### src/rtl/miriscv_irq_pkg.sv
// Shared types and constants for the miriscv interrupt controller.
package miriscv_irq_pkg;

  typedef enum logic [1:0] {IDLE, BUSY, FIN} irq_state_t;

  localparam int IRQ_NUM = 32;
  localparam logic [31:0] MCAUSE_IRQ_BIT = 32'h8000_0000;

endpackage

### src/rtl/miriscv_irq_prio_enc.sv
// Lowest-index-wins 32-to-5 encoder with a valid flag.
// Only instantiated when IRQ_CTRL_PRIORITY_EN is defined.
module miriscv_irq_prio_enc
  import miriscv_irq_pkg::*;
(
  input  logic [IRQ_NUM-1:0] req,
  output logic [4:0]         idx,
  output logic               valid
);

  // Scan from the top down so the lowest set bit is the last one written.
  always_comb begin
    idx   = '0;
    valid = 1'b0;
    for (int k = IRQ_NUM - 1; k >= 0; k--) begin
      if (req[k]) begin
        idx   = k[4:0];
        valid = 1'b1;
      end
    end
  end

endmodule

### src/rtl/miriscv_irq_ctrl.sv
// Interrupt controller feeding the miriscv core: selects one enabled request,
// holds it until mret, then pulses int_fin. Macro IRQ_CTRL_PRIORITY_EN selects fixed priority.
module miriscv_irq_ctrl
  import miriscv_irq_pkg::*;
(
  input  logic               clk,
  input  logic               rst_n,
  input  logic [IRQ_NUM-1:0] int_req_i,
  input  logic [IRQ_NUM-1:0] mie_i,
  input  logic               int_rst_i,
  output logic               int_o,
  output logic [31:0]        mcause_o,
  output logic [IRQ_NUM-1:0] int_fin_o
);

  irq_state_t state;
  logic [4:0] idx;
  logic [4:0] sel_idx;
  logic       sel_valid;

`ifdef IRQ_CTRL_PRIORITY_EN
  miriscv_irq_prio_enc u_prio_enc (
    .req   (int_req_i & mie_i),
    .idx   (sel_idx),
    .valid (sel_valid)
  );
`else
  logic [4:0] cnt;

  // Round-robin: only the index under the scan pointer is considered each cycle.
  assign sel_idx   = cnt;
  assign sel_valid = int_req_i[cnt] & mie_i[cnt];
`endif

  always_ff @(posedge clk or negedge rst_n) begin
    if (!rst_n) begin
      state     <= IDLE;
      idx       <= '0;
      int_o     <= 1'b0;
      mcause_o  <= '0;
      int_fin_o <= '0;
`ifndef IRQ_CTRL_PRIORITY_EN
      cnt       <= '0;
`endif
    end else begin
      case (state)
        IDLE: begin
          int_fin_o <= '0;
          if (sel_valid) begin
            idx      <= sel_idx;
            mcause_o <= MCAUSE_IRQ_BIT | {27'b0, sel_idx};
            int_o    <= 1'b1;
            state    <= BUSY;
          end
`ifndef IRQ_CTRL_PRIORITY_EN
          else begin
            cnt <= cnt + 5'd1;
          end
`endif
        end
        BUSY: begin
          if (int_rst_i) begin
            int_o     <= 1'b0;
            int_fin_o <= {{(IRQ_NUM-1){1'b0}}, 1'b1} << idx;
            state     <= FIN;
          end
        end
        FIN: begin
          int_fin_o <= '0;
          state     <= IDLE;
`ifndef IRQ_CTRL_PRIORITY_EN
          // Resume just past the served line so every requester gets a turn.
          cnt       <= idx + 5'd1;
`endif
        end
        default: begin
          int_o     <= 1'b0;
          int_fin_o <= '0;
          state     <= IDLE;
        end
      endcase
    end
  end

endmodule

### config.mk
export PLATFORM = sky130hd
export DESIGN_NAME = miriscv_irq_ctrl
export DESIGN_NICKNAME = d
export VERILOG_FILES = /design/src/rtl/miriscv_irq_pkg.sv /design/src/rtl/miriscv_irq_prio_enc.sv /design/src/rtl/miriscv_irq_ctrl.sv
export SDC_FILE = /design/constraint.sdc
export NUM_CORES = 1
export LEC_CHECK = 0
export ABC_CLOCK_PERIOD_IN_PS = 2350
export BUFFER_PORTS_ARGS = -buffer_cell sky130_fd_sc_hd__buf_2
export CAP_MARGIN = 20
export CORE_MARGIN = 2
export CORE_UTILIZATION = 38
export DETAILED_ROUTE_END_ITERATION = 10
export PLACE_DENSITY = 0.72
export SLEW_MARGIN = 0
export SYNTH_ARGS = -nofsm -noshare
export SYNTH_HDL_FRONTEND = slang
export SYNTH_SLANG_ARGS = --single-unit
### constraint.sdc
create_clock -name clk -period 2.35 [get_ports clk]
set_clock_uncertainty 0.15 [all_clocks]
set_input_delay 0.47 -clock clk [delete_from_list [all_inputs] [get_ports clk]]
set_output_delay 0.47 -clock clk [all_outputs]
set_load 0.01 [all_outputs]
# == Word level (Yosys, flattened, before mapping) ==
# Index checks and enable logic that the tools add are counted.
# totals
register_bits,51
out_inout_bits,65
inputBits,67
elab_cells,37
# op_classes
order_cmp,1
eq_ne,5
bitwise,2
addsub,2
n_shift,1
mux,14
n_reduce_logical,6
# ops
op,count
$mux W32,2
$shl A1 B5 Y32 const A,1
$add A5 B1 Y5 const B,2
$bmux W1 S5,2
$pmux W5 S2,1
$lt A5 B6 Y1 const B,1
$ne A2 B2 Y1 const B,3
$reduce_and A2 Y1,3
$mux W5,1
$mux W1,4
$mux W2,2
$pmux W2 S2,1
$pmux W1 S3,1
$reduce_and A3 Y1,1
$eq A2 B1 Y1 const B,1
$eq A2 B2 Y1 const B,1
$logic_not A2 Y1,1
$reduce_bool A2 Y1,1
$and A1 B1 Y1,1
$not A1 Y1,1

# == Longest topological paths before layout ==
# Gate-level depths: netlist (run 1).
# depth
word_depth,5
ltp_mapped,10
depth_no_buf,7

# == Worst setup path after synthesis (run 1) ==
# Ideal clock, no wire load.
# synth_timing
path_type,flip-flop to flip-flop
start,register cnt[2]
end,register cnt[1]
period_less_slack_ps,2108
stages_incl_launch_ff,11
path_slack_ps,242
setup_time_ps,125
arrival_ps,1833
n_path_buf,3
required_ps,2075
path_cell_list,dfrtp_1 -> buf_6 -> buf_2 -> nand3_1 -> o21ai_0 -> a2bb2oi_1 -> a31oi_1 -> a22oi_2 -> nor2b_4 -> buf_6 -> mux2_4
# synth_via
elab_chain_len,5
word_cells_on_any_way,7
classes_between,eq/ne (1); mux (4); bitwise (1); reduce/logical (1)
# synth_rtl
item,line_no,text
from (decl),miriscv_irq_ctrl.sv:28,logic [4:0] cnt;
from (signal assigned),miriscv_irq_ctrl.sv:57,cnt <= cnt + 5'd1;
from (signal assigned),miriscv_irq_ctrl.sv:73,cnt <= idx + 5'd1;
$bmux W1 S5,miriscv_irq_ctrl.sv:32,assign sel_valid = int_req_i[cnt] & mie_i[cnt];
$mux W1 (implied by the code),miriscv_irq_ctrl.sv:32,
$and A1 B1 Y1 (*),miriscv_irq_ctrl.sv:32,
$ne A2 B2 Y1 (no source line) (*),--,
$reduce_and A2 Y1 (no source line) (*),--,
# Mark *: on every way between the ends. The rest lies on a longest branch, timed or not. The select of a mux whose other input is x is not followed.
# A chain may end at the register's enable or synchronous reset.

# == Worst setup path after layout (run 1) ==
# layout_timing
start,register cnt[1]
end,register idx[2]
# layout_via
elab_chain_len,4
word_cells_on_any_way,6
classes_between,mux (4); bitwise (1); reduce/logical (1)
# layout_rtl
item,line_no,text
$bmux W1 S5,miriscv_irq_ctrl.sv:32,
$mux W1 (implied by the code),miriscv_irq_ctrl.sv:32,
$and A1 B1 Y1 (*),miriscv_irq_ctrl.sv:32,
$reduce_and A2 Y1 (no source line) (*),--,
to (signal assigned),miriscv_irq_ctrl.sv:50,idx <= sel_idx;
to (decl),miriscv_irq_ctrl.sv:17,logic [4:0] idx;
# Marks and branches as above.

==> results of run 1 <==
worst min-delay path, stage by stage (launching register included):
cell and delay, ps:
dfrtp_1 350, nand2_1 40, o21ai_0 60
timing repair:
item,in CTS,in global routing
resized for setup,0,8
endpoints found under the hold margin,16,0
hold buffers,1,0
setup endpoints to repair,0,11
metal layers:
metal | GRT usage (%) | part of all wire (%)
met1 | 21.9 | 45
met2 | 29.1 | 50
met3 | 3.22 | 4.7
met4 | 3.50 | 0.68
met5 | 0 | 0
power by group through the flow:
stage	clock, W	combinational [W]	sequential (W)
after floorplan	0	0.00136	0.00109
after global placement	0	0.00172	0.00114
after detailed placement	0	0.00175	0.00114
after CTS	0.000514	0.00176	0.00113
after global routing	0.000545	0.00198	0.00117
final	0.000505	0.00180	0.00114
cell type report:
| type | instances | area, um2 |
|---|---|---|
| fillers | 653 | 3430 |
| multi-input cells | 199 | 1290 |
| flip-flops and latches | 46 | 1150 |
| repair buffers | 122 | 676 |
| well taps | 80 | 100 |
| clock buffers | 7 | 86.3 |
| clock inverters | 1 | 8.76 |
| inverters | 2 | 7.51 |
registers in the layout (all words and copies together) (netlist names):
| name | count |
|---|---|
| cnt | 5 |
| idx | 4 |
| mcause_o | 2 |
| int_o | 1 |
| int_fin_o | 32 |
| state | 2 |
stage by stage:
stage | cell area, um2 | worst slack (ps) | setup TNS, ps | total power [W]
2_1_floorplan | 2730 | 242 | 0 | 0.00245
3_3_place_gp | 3190 | 87.2 | 0 | 0.00285
3_5_place_dp | 3190 | 40.4 | 0 | 0.00289
4_1_cts | 3300 | 17.5 | 0 | 0.00340
5_1_grt | 3330 | -38.6 | -146 | 0.00369
6_report | 3330 | 67.0 | 0 | 0.00345
cells in the final DEF (no fill, tap or decap), drive strengths merged, types with 6 or more instances in the layout:
| master | Yosys | layout |
|---|---|---|
| a22o | 12 | 12 |
| mux2 | 10 | 10 |
| nand2 | 39 | 39 |
| nor2 | 7 | 7 |
| nand3 | 13 | 13 |
| buf | 35 | 121 |
| o21ai | 29 | 29 |
| nand4b | 6 | 6 |
| nor2b | 6 | 6 |
| conb | 1 | 26 |
| clkbuf | 7 | 7 |
| dfrtp | 46 | 46 |
| a21oi | 6 | 6 |
cells by family after synthesis:
family / share of synthesized area, %
compound gates: 15.9
xor+xnor: 0.997
fa+ha+maj: 0.475
buf+inv: 11.7
flops: 43.7
mux: 5.98
other cells: 0.142
simple gates: 21.2
how the worst max path moves through the flow:
| stage | startpoint | to | slack [ps] |
|---|---|---|---|
| floorplan | cnt[2] | cnt[1] | 240 |
| global placement | mie_i[16] | idx[3] | 90 |
| detailed placement | cnt[2] | cnt[1] | 40 |
| CTS | cnt[2] | cnt[1] | 20 |
| global route | cnt[1] | idx[1] | -40 |
| finish | cnt[1] | idx[2] | 70 |
==> impl_results.md, run 1 <==
* Inserted Diodes at 0
* Crit Reg-Reg Startpoint: cnt[1]
* Detailed Route WL at 6.35 mm
* Period utilisation layout at 97.1%
* RSZ-0062 raised after global routing: true
* Worst min path class: reg2reg
* Sink Count at 46
* Grt ovf at 0
* Wirelength per Cell at 13.9 um
* Starting Density at 39.0%
* Max VDD drop at 0.346 mV
* Peak Freq at 438 MHz
* Worst R2R End: idx[2]
* Leakage at 1.71 nW
* Post-synth EDFFs at 0
* Routability Congestion at 0.858
* Post-synth top cells: dfrtp_1 (46), nand2_1 (39), o21ai_0 (29), buf_4 (28), nand3_1 (13)
* Top-area cell type share of the netlist area at 43.7%
* Main synth FF type: dfrtp_1
* FF-to-FF path depth at 9
* Area Overhead vs Synth at 26.2%
* Critical-path top delay cell: dfrtp_1
* Hold Path Depth at 2
* Avg Cell Area, Syn at 9.99 um2
* CTS tree: done
* Fin util at 49.2%
* CP bufs+invs at 2
* Post-route ant nets at 0
* Slew margin rel. at 66.6%
* Count leader, synth: dfrtp_1
* Arrival time at the worst endpoint at 2310 ps
* Worst Path Required at 2370 ps
* Status: finished, final reports clean
* FFs w/ async S/R, synth at 100%
* Layout cells sized above 1 at 40.8%
* Crit-path max FO at 9
* Finished Layout Cells at 457
* Synth Warn # at 0
* Clock root buffer: clkbuf_8
* Final Max Tran Viols at 0
* Top cell type by total area after synthesis: dfrtp_1
* Detail Placement HPWL at 4.83 mm
* DR vias/cell at 4.97
* Vias at 2271
* Top cell by count, worst path: a22oi_2
* Switching share of power at 39.8%
* Seq/Total Area, Yosys at 43.7%
* Number of buffers added on ports at 105
* Critical path class: reg2reg
* CP startpoint kind: register
* Yosys reg bits at 46
* Crit path capture type: register
* Die area at 7620 um2
* Max clock buf depth at 2
* Worst hold margin at 332 ps
* Layout Nets at 444
* Stages on the worst setup path at 9
* Overall routing resource usage at 16.8%
* Top Ports at 132
* NetSw at 0.00137 W
* Power per cell area at 1040 nW/um2
* Final Hold Viols at 0
* First-pass GRT wire length at 10.3 mm
* Yosys cell types at 49
* Cts bufs inserted at 5
* Tmin final at 2280 ps
* Final setup viols at 0
* Pin count of the biggest net entering global routing at 33
* Detailed-route DRC error count at 0
* Initial antenna violation count at 0
* Worst reg2reg setup slack at 70 ps
* CP peak stage delay at 400 ps
* Top Family by Delay on Critical Path: simple AND/OR/NAND/NOR gates
* Clk network pwr share at 14.7%
* Hold path startpoint: int_fin_o[12]
* Internal at 0.00207 W
* Cell Area, Synth at 2640 um2
* Number of global-route vias before repair at 2249
* WHS Endpoint: int_fin_o[12]
* Max-cap violations at 0
* Reg power frac at 33.0%
* Post-Synthesis Cells at 264
* Top cells by area, synth: dfrtp_1 (44%), buf_4 (8.0%), nand2_1 (5.6%)
* CP Cell Sequence: buf_6, and3_2, a22oi_2, o21ai_1, nor4_2, a22oi_2, buf_4, nor2_4, mux2_1
* CTS HTree Levels at 2
* DIE HEIGHT at 87.3 um
* Clock transition at path regs at 90 ps
* Share of total power in combinational logic at 52.3%
* Slew at the pin closest to its max-slew limit at 501 ps
* Core Footprint at 6760 um2
* First-pass detailed-route iteration total at 5
* Placed Cells at 448
* DIE WIDTH at 87.3 um
* # Post-CTS Setup Buffers at 0
* Cell Rows at 30
* Iter 0 DRT Violations at 99
* Clock insertion delay at the later pin of the skew report at 290 ps
Note: power is estimated with default switching activity, not from simulation.
==> run 2, diff against run 1 <==
Settings changed: PLACE_DENSITY 0.72 to 0.7, TNS_END_PERCENT from default to 100.
==> run 2 against run 1 <==
  * The run now ends with setup timing left
  * Fmax shrank 3.4%
  * Register-to-register slack lost 80 ps
  * Clock-buffer cell count is the same
  * Cell count grew 0.66%
==> impl_results.md, run 2 (synthesis gave the netlist of run 1 again) <==
* Slew margin rel. at 58.7% (-7.9 points)
* DIE WIDTH at 87.3 um (unchanged)
* Period utilisation layout at 101% (+3.4 points)
* Max reg flops at 32 (unchanged)
* Area Overhead vs Synth at 28.0%
* Reg power frac at 31.1% (-1.9 points)
* Detailed-route DRC error count at 0 (unchanged)
* Core Footprint at 6760 um2 (unchanged)
* Final Max Tran Viols at 0 (unchanged)
* Cell Rows at 30 (unchanged)
* Inserted Diodes at 0 (unchanged)
* Arrival time at the worst endpoint at 2400 ps (+90 ps)
* Switching share of power at 38.9% (-0.90 points)
* Slew at the pin closest to its max-slew limit at 619 ps (+117 ps)
* Pin count of the biggest net entering global routing at 33 (unchanged)
* Clock transition at path regs at 80 ps (about the same)
* Grt ovf at 0 (unchanged)
* Wirelength per Cell at 14.5 um (+4.3%)
* Vias at 2299 (+1.2%)
* Dpl cell area at 3200 um2 (+0.16%)
* Share of total power in combinational logic at 54.5% (+2.2 points)
* Crit-path max FO at 21 (+12)
* Max VDD drop at 0.502 mV (+45%)
* Total Power at 0.00365 W (+5.9%)
* DR vias/cell at 5.00 (+0.57%)
* Commonest non-fill, non-tap cell in the layout: buf_2
* Top Registers: int_fin_o x32, cnt x5, idx x4
* Clock insertion delay at the later pin of the skew report at 290 ps (about the same)
* Status: complete, but fails checks
* Sink Count at 46 (unchanged)
* Final setup viols at 5 (+5)
* Layout Nets at 447 (+0.68%)
* Overall routing resource usage at 17.2% (+0.37 points)
* Worst Path Required at 2380 ps (about the same)
* Commonest cells after routing, fill and taps aside: buf_2 (105), dfrtp_1 (44), nand2_1 (39), o21ai_0 (28), conb_1 (26)
* Fillers at 650 (-0.46%)
* Number of buffers added on ports at 105 (unchanged)
* Post-route ant nets at 0 (unchanged)
* Crit path capture type: register
* Tmin final at 2360 ps (+80.9 ps)
* Worst min path class: reg2reg
* Design Area, Final at 3370 um2 (+1.5%)
* Power per cell area at 1080 nW/um2 (+4.3%)
* Number of global-route vias before repair at 2282 (+1.5%)
* Detail Placement HPWL at 5.01 mm (+3.7%)
* First-pass GRT wire length at 10.5 mm (+1.7%)
* Internal at 0.00223 W (+7.5%)
* Reg with most FFs: int_fin_o
* CP startpoint kind: register
* Cts bufs inserted at 5 (unchanged)
* Max-cap violations at 0 (unchanged)
* Detailed Route WL at 6.67 mm (+4.9%)
* First-pass detailed-route iteration total at 4 (-1)
* Initial antenna violation count at 0 (unchanged)
* Critical path class: reg2reg
* CTS tree: done
* Max clock buf depth at 2 (unchanged)
* Top Ports at 132 (unchanged)
* Starting Density at 39.0% (unchanged)
* Setup WS post-layout at -13.9 ps (-80.9 ps)
* Die area at 7620 um2 (unchanged)
* Routability Congestion at 0.856 (-0.20%)
* Layout cells sized above 1 at 42.9% (+2.0 points)
* Worst reg2reg setup slack at -10 ps (-80 ps)
* Final Hold Viols at 0 (unchanged)
* Iter 0 DRT Violations at 96 (-3.0%)
* Peak Freq at 423 MHz (-3.4%)
* Failing checks: setup timing
* Clk network pwr share at 14.4% (-0.3 points)
* NetSw at 0.00142 W (+3.5%)
* RSZ-0062 raised after global routing: true
* Leakage at 1.73 nW (+1.7%)
* CTS HTree Levels at 2 (unchanged)
* DIE HEIGHT at 87.3 um (unchanged)
* Clock root buffer: clkbuf_8
[run 2: metrics by stage]
| step | hold slack (ps) | setup WS [ps] | utilization [%] | setup TNS, ps | std cells |
|---|---|---|---|---|---|
| finish | 320 | -13.9 | 49.9 | -61.3 | 460 |
| global route | 352 | -104 | 49.9 | -845 | 460 |
| CTS | 328 | -0.476 | 49.1 | -0.723 | 456 |
| detailed placement | 300 | -28.2 | 47.3 | -112 | 447 |
| global placement | 294 | 36.6 | 47.3 | 0 | 447 |
| floorplan | 24.4 | 242 | - | 0 | 289 |
[run 2: worst paths after layout]
kind / from / end / cells past startpoint
setup / recovery: cnt[0] / idx[1] / 9
hold / removal: mcause_o[31] / mcause_o[31] / 1
setup reg to reg: cnt[0] / idx[1] / 9
hold reg to reg: mcause_o[31] / mcause_o[31] / 1
max in group asynchronous: rst_n / cnt[3] / 3
min in group asynchronous: rst_n / int_fin_o[9] / 2
[run 2: area by class of cell]
class	count	area, um2	area share, %
inverters	2	7.51	0.222
clock buffers	7	96.3	2.86
repair buffers	125	704	20.9
flip-flops and latches	46	1150	34.2
clock inverters	1	8.76	0.260
well taps	80	100	2.97
multi-input cells	199	1300	38.6
[run 2: critical path, stage by stage, from the launching register on]
cell and delay, ps:
dfrtp_1 400, buf_12 160, nand3b_4 160, a22oi_2 170, o21ai_1 90, nor4_2 300
a22oi_2 100, buf_4 170, nor2_4 230, mux2_4 330
[run 2: timing repair]
item | CTS | global route
pin swaps | 0 | 3
hold buffers | 1 | 0
resized for setup | 1 | 10
endpoints found under the setup margin | 5 | 9
setup buffers | 0 | 4
endpoints found under the hold margin | 19 | 0
[run 2: layer usage]
layer  wire [um]  GRT usage (%)
met1        2850           21.6
met2        3470           29.6
met3         320           4.55
met4          27           3.78
met5           0              0
[run 2: power by group through the flow]
| stage | registers (W) | clock network, W | logic [W] |
|---|---|---|---|
| global route | 0.00117 | 0.000580 | 0.00215 |
| detailed placement | 0.00115 | 0 | 0.00177 |
| floorplan | 0.00109 | 0 | 0.00136 |
| finish | 0.00114 | 0.000525 | 0.00199 |
| CTS | 0.00114 | 0.000539 | 0.00178 |
| global placement | 0.00115 | 0 | 0.00171 |
==> run 3, diff against run 2 <==
Settings changed: CORE_ASPECT_RATIO from default to 0.75.
==> run 3 against run 2 <==
  * The run now ends clean
  * Via count grew 1.3%
  * Worst setup slack gained 49 ps
  * Combinational power is essentially flat
  * Power shrank 0.87%
  * Die area is essentially flat
  * Clock power shrank 13%
  * Cell count grew 2.2%
  * Design area grew 0.74%
  * Sequential power is essentially flat
  * Largest power group unchanged
==> impl_results.md, run 3 (synthesis gave the netlist of run 1 again) <==
* Status: finished, final reports clean
* Max VDD drop at 0.376 mV (-25%)
* Crit Reg-Reg Startpoint: cnt[1]
* CTS HTree Levels at 2 (unchanged)
* Slew margin rel. at 62.6% (+4.0 points)
* Power per cell area at 1060 nW/um2 (-1.6%)
* Wirelength per Cell at 14.5 um (about the same)
* Commonest non-fill, non-tap cell in the layout: buf_2
* CP startpoint kind: register
* Slew at the pin closest to its max-slew limit at 560 ps (-58.1 ps)
* Max clock buf depth at 2 (unchanged)
* First-pass detailed-route iteration total at 4 (unchanged)
* Worst min path class: in2async
* Detailed-route DRC error count at 0 (unchanged)
* Overall routing resource usage at 18.1% (+0.92 points)
* Number of global-route vias before repair at 2289 (+0.31%)
* Sink Count at 46 (unchanged)
* Clock transition at path regs at 80 ps (about the same)
* CP bufs+invs at 2 (unchanged)
* Iter 0 DRT Violations at 109 (+14%)
* Critical-path top delay cell: dfrtp_2
* DIE WIDTH at 100 um (+15%)
* First-pass GRT wire length at 11.2 mm (+6.7%)
* Clock root buffer: clkbuf_8
* Cell Rows at 26 (-13%)
* Vias at 2328 (+1.3%)
* Top cell by count, worst path: buf_4
* Final Max Tran Viols at 0 (unchanged)
* Inserted Diodes at 0 (unchanged)
* Worst hold margin at 8.28 ps (-312 ps)
* Finished Layout Cells at 470 (+2.2%)
* Starting Density at 39.0% (-0.058 points)
* Leakage at 1.74 nW (+0.54%)
* Sequential cell area at 1160 um2 (+0.22%)
* DR vias/cell at 4.95 (-0.89%)
* CP peak stage delay at 460 ps (+60 ps)
* Tmin final at 2310 ps (-49.2 ps)
* Pin count of the biggest net entering global routing at 33 (unchanged)
* Initial antenna violation count at 0 (unchanged)
* Dpl ws at -39.7 ps (-11.5 ps)
* CP Cell Sequence: buf_4, o311ai_2, a21oi_1, nor4_2, a22oi_2, buf_4, nor2_4, mux2_1
* Max reg flops at 32 (unchanged)
* Worst Path Required at 2380 ps (about the same)
* Layout cells sized above 1 at 43.5% (+0.63 points)
* Worst R2R End: idx[0]
* Routability Congestion at 0.783 (-8.6%)
* Detail Placement HPWL at 5.01 mm (about the same)
* Grt ovf at 0 (unchanged)
* Reg with most FFs: int_fin_o
* Layout Nets at 454 (+1.6%)
* Top Ports at 132 (unchanged)
* CTS tree: done
* Worst reg2reg setup slack at 40 ps (+50 ps)
* Top Family by Delay on Critical Path: simple AND/OR/NAND/NOR gates
* Cts bufs inserted at 5 (unchanged)
* Detailed Route WL at 6.81 mm (+2.2%)
* DIE HEIGHT at 76.1 um (-13%)
* Clock insertion delay at the later pin of the skew report at 290 ps (about the same)
* Top Registers: int_fin_o x32, cnt x5, idx x4
* Setup WS post-layout at 35.3 ps (+49.2 ps)
* Period utilisation layout at 98.5% (-2.1 points)
* Die area at 7630 um2 (about the same)
* Critical path class: reg2reg
* Number of buffers added on ports at 105 (unchanged)
* RSZ-0062 raised after global routing: true
* Area Overhead vs Synth at 29.0%
* Core Footprint at 6770 um2 (+0.15%)
* Crit path capture type: register
* Area of the multi-input gates at 1290 um2 (-1.2%)
* Setup TNS at 0 ps (+61.3 ps)
* FF-to-FF path depth at 8 (-1)
* Final setup viols at 0 (-5)
* Fillers at 642 (-1.2%)
* Placed Cells at 455 (+1.8%)
* Peak Freq at 432 MHz (+2.1%)
* Total Power at 0.00362 W (-0.87%)
* Arrival time at the worst endpoint at 2350 ps (-50 ps)
* Commonest cells after routing, fill and taps aside: buf_2 (106), dfrtp_1 (42), nand2_1 (39), o21ai_0 (26), conb_1 (26)
* Final Hold Viols at 0 (unchanged)
* Post-route ant nets at 0 (unchanged)
* Crit-path max FO at 7 (-67%)
* Max-cap violations at 0 (unchanged)
## run 3: worst max-delay path by stage
stage / start / end / cells past startpoint
CTS: cnt[1] / idx[0] / 9
floorplan: cnt[2] / cnt[1] / 10
detailed placement: cnt[2] / idx[0] / 8
finish: cnt[1] / idx[0] / 8
global route: cnt[1] / idx[0] / 8
global placement: cnt[2] / mcause_o[4] / 8
## run 3: repair_timing
action                     in CTS  in global routing
setup endpoints to repair       5                  9
setup buffers                   0                  7
pin swaps                       0                  3
resized for setup               1                 13
cloned                          0                  1
hold buffers                    0                  0
## run 3: worst register-to-register path: stages, from the launching register on
cell,delay [ps]
dfrtp_2,460
buf_4,150
o311ai_2,240
a21oi_1,80
nor4_2,270
a22oi_2,120
buf_4,160
nor2_4,200
mux2_1,360
## run 3: power by group
part	internal, W	total, W	switching (W)
Sequential	0.000937	0.00116	0.000223
Clock	0.000204	0.000458	0.000253
Combinational	0.00103	0.00200	0.000969
## run 3: per-layer routing
metal	vias up	global-route usage (%)	wire length [um]
met5	-	0	0
met3	12	4.95	503
met4	0	3.97	92
li1	1127	-	-
met2	85	27.4	3040
met1	1104	26.0	3180
## run 3: area by class of cell
class	count	share of cell area, %
repair buffers	132	22.4
flip-flops and latches	46	34.0
multi-input cells	199	37.9
clock buffers	6	2.13
well taps	84	3.09
clock inverters	1	0.221
inverters	2	0.221
## run 3: metrics by stage
stage               utilization [%]  instance area, um2
floorplan                         -                2730
global placement               47.8                3230
detailed placement             47.8                3230
CTS                            49.0                3310
global route                   50.2                3400
finish                         50.2                3400
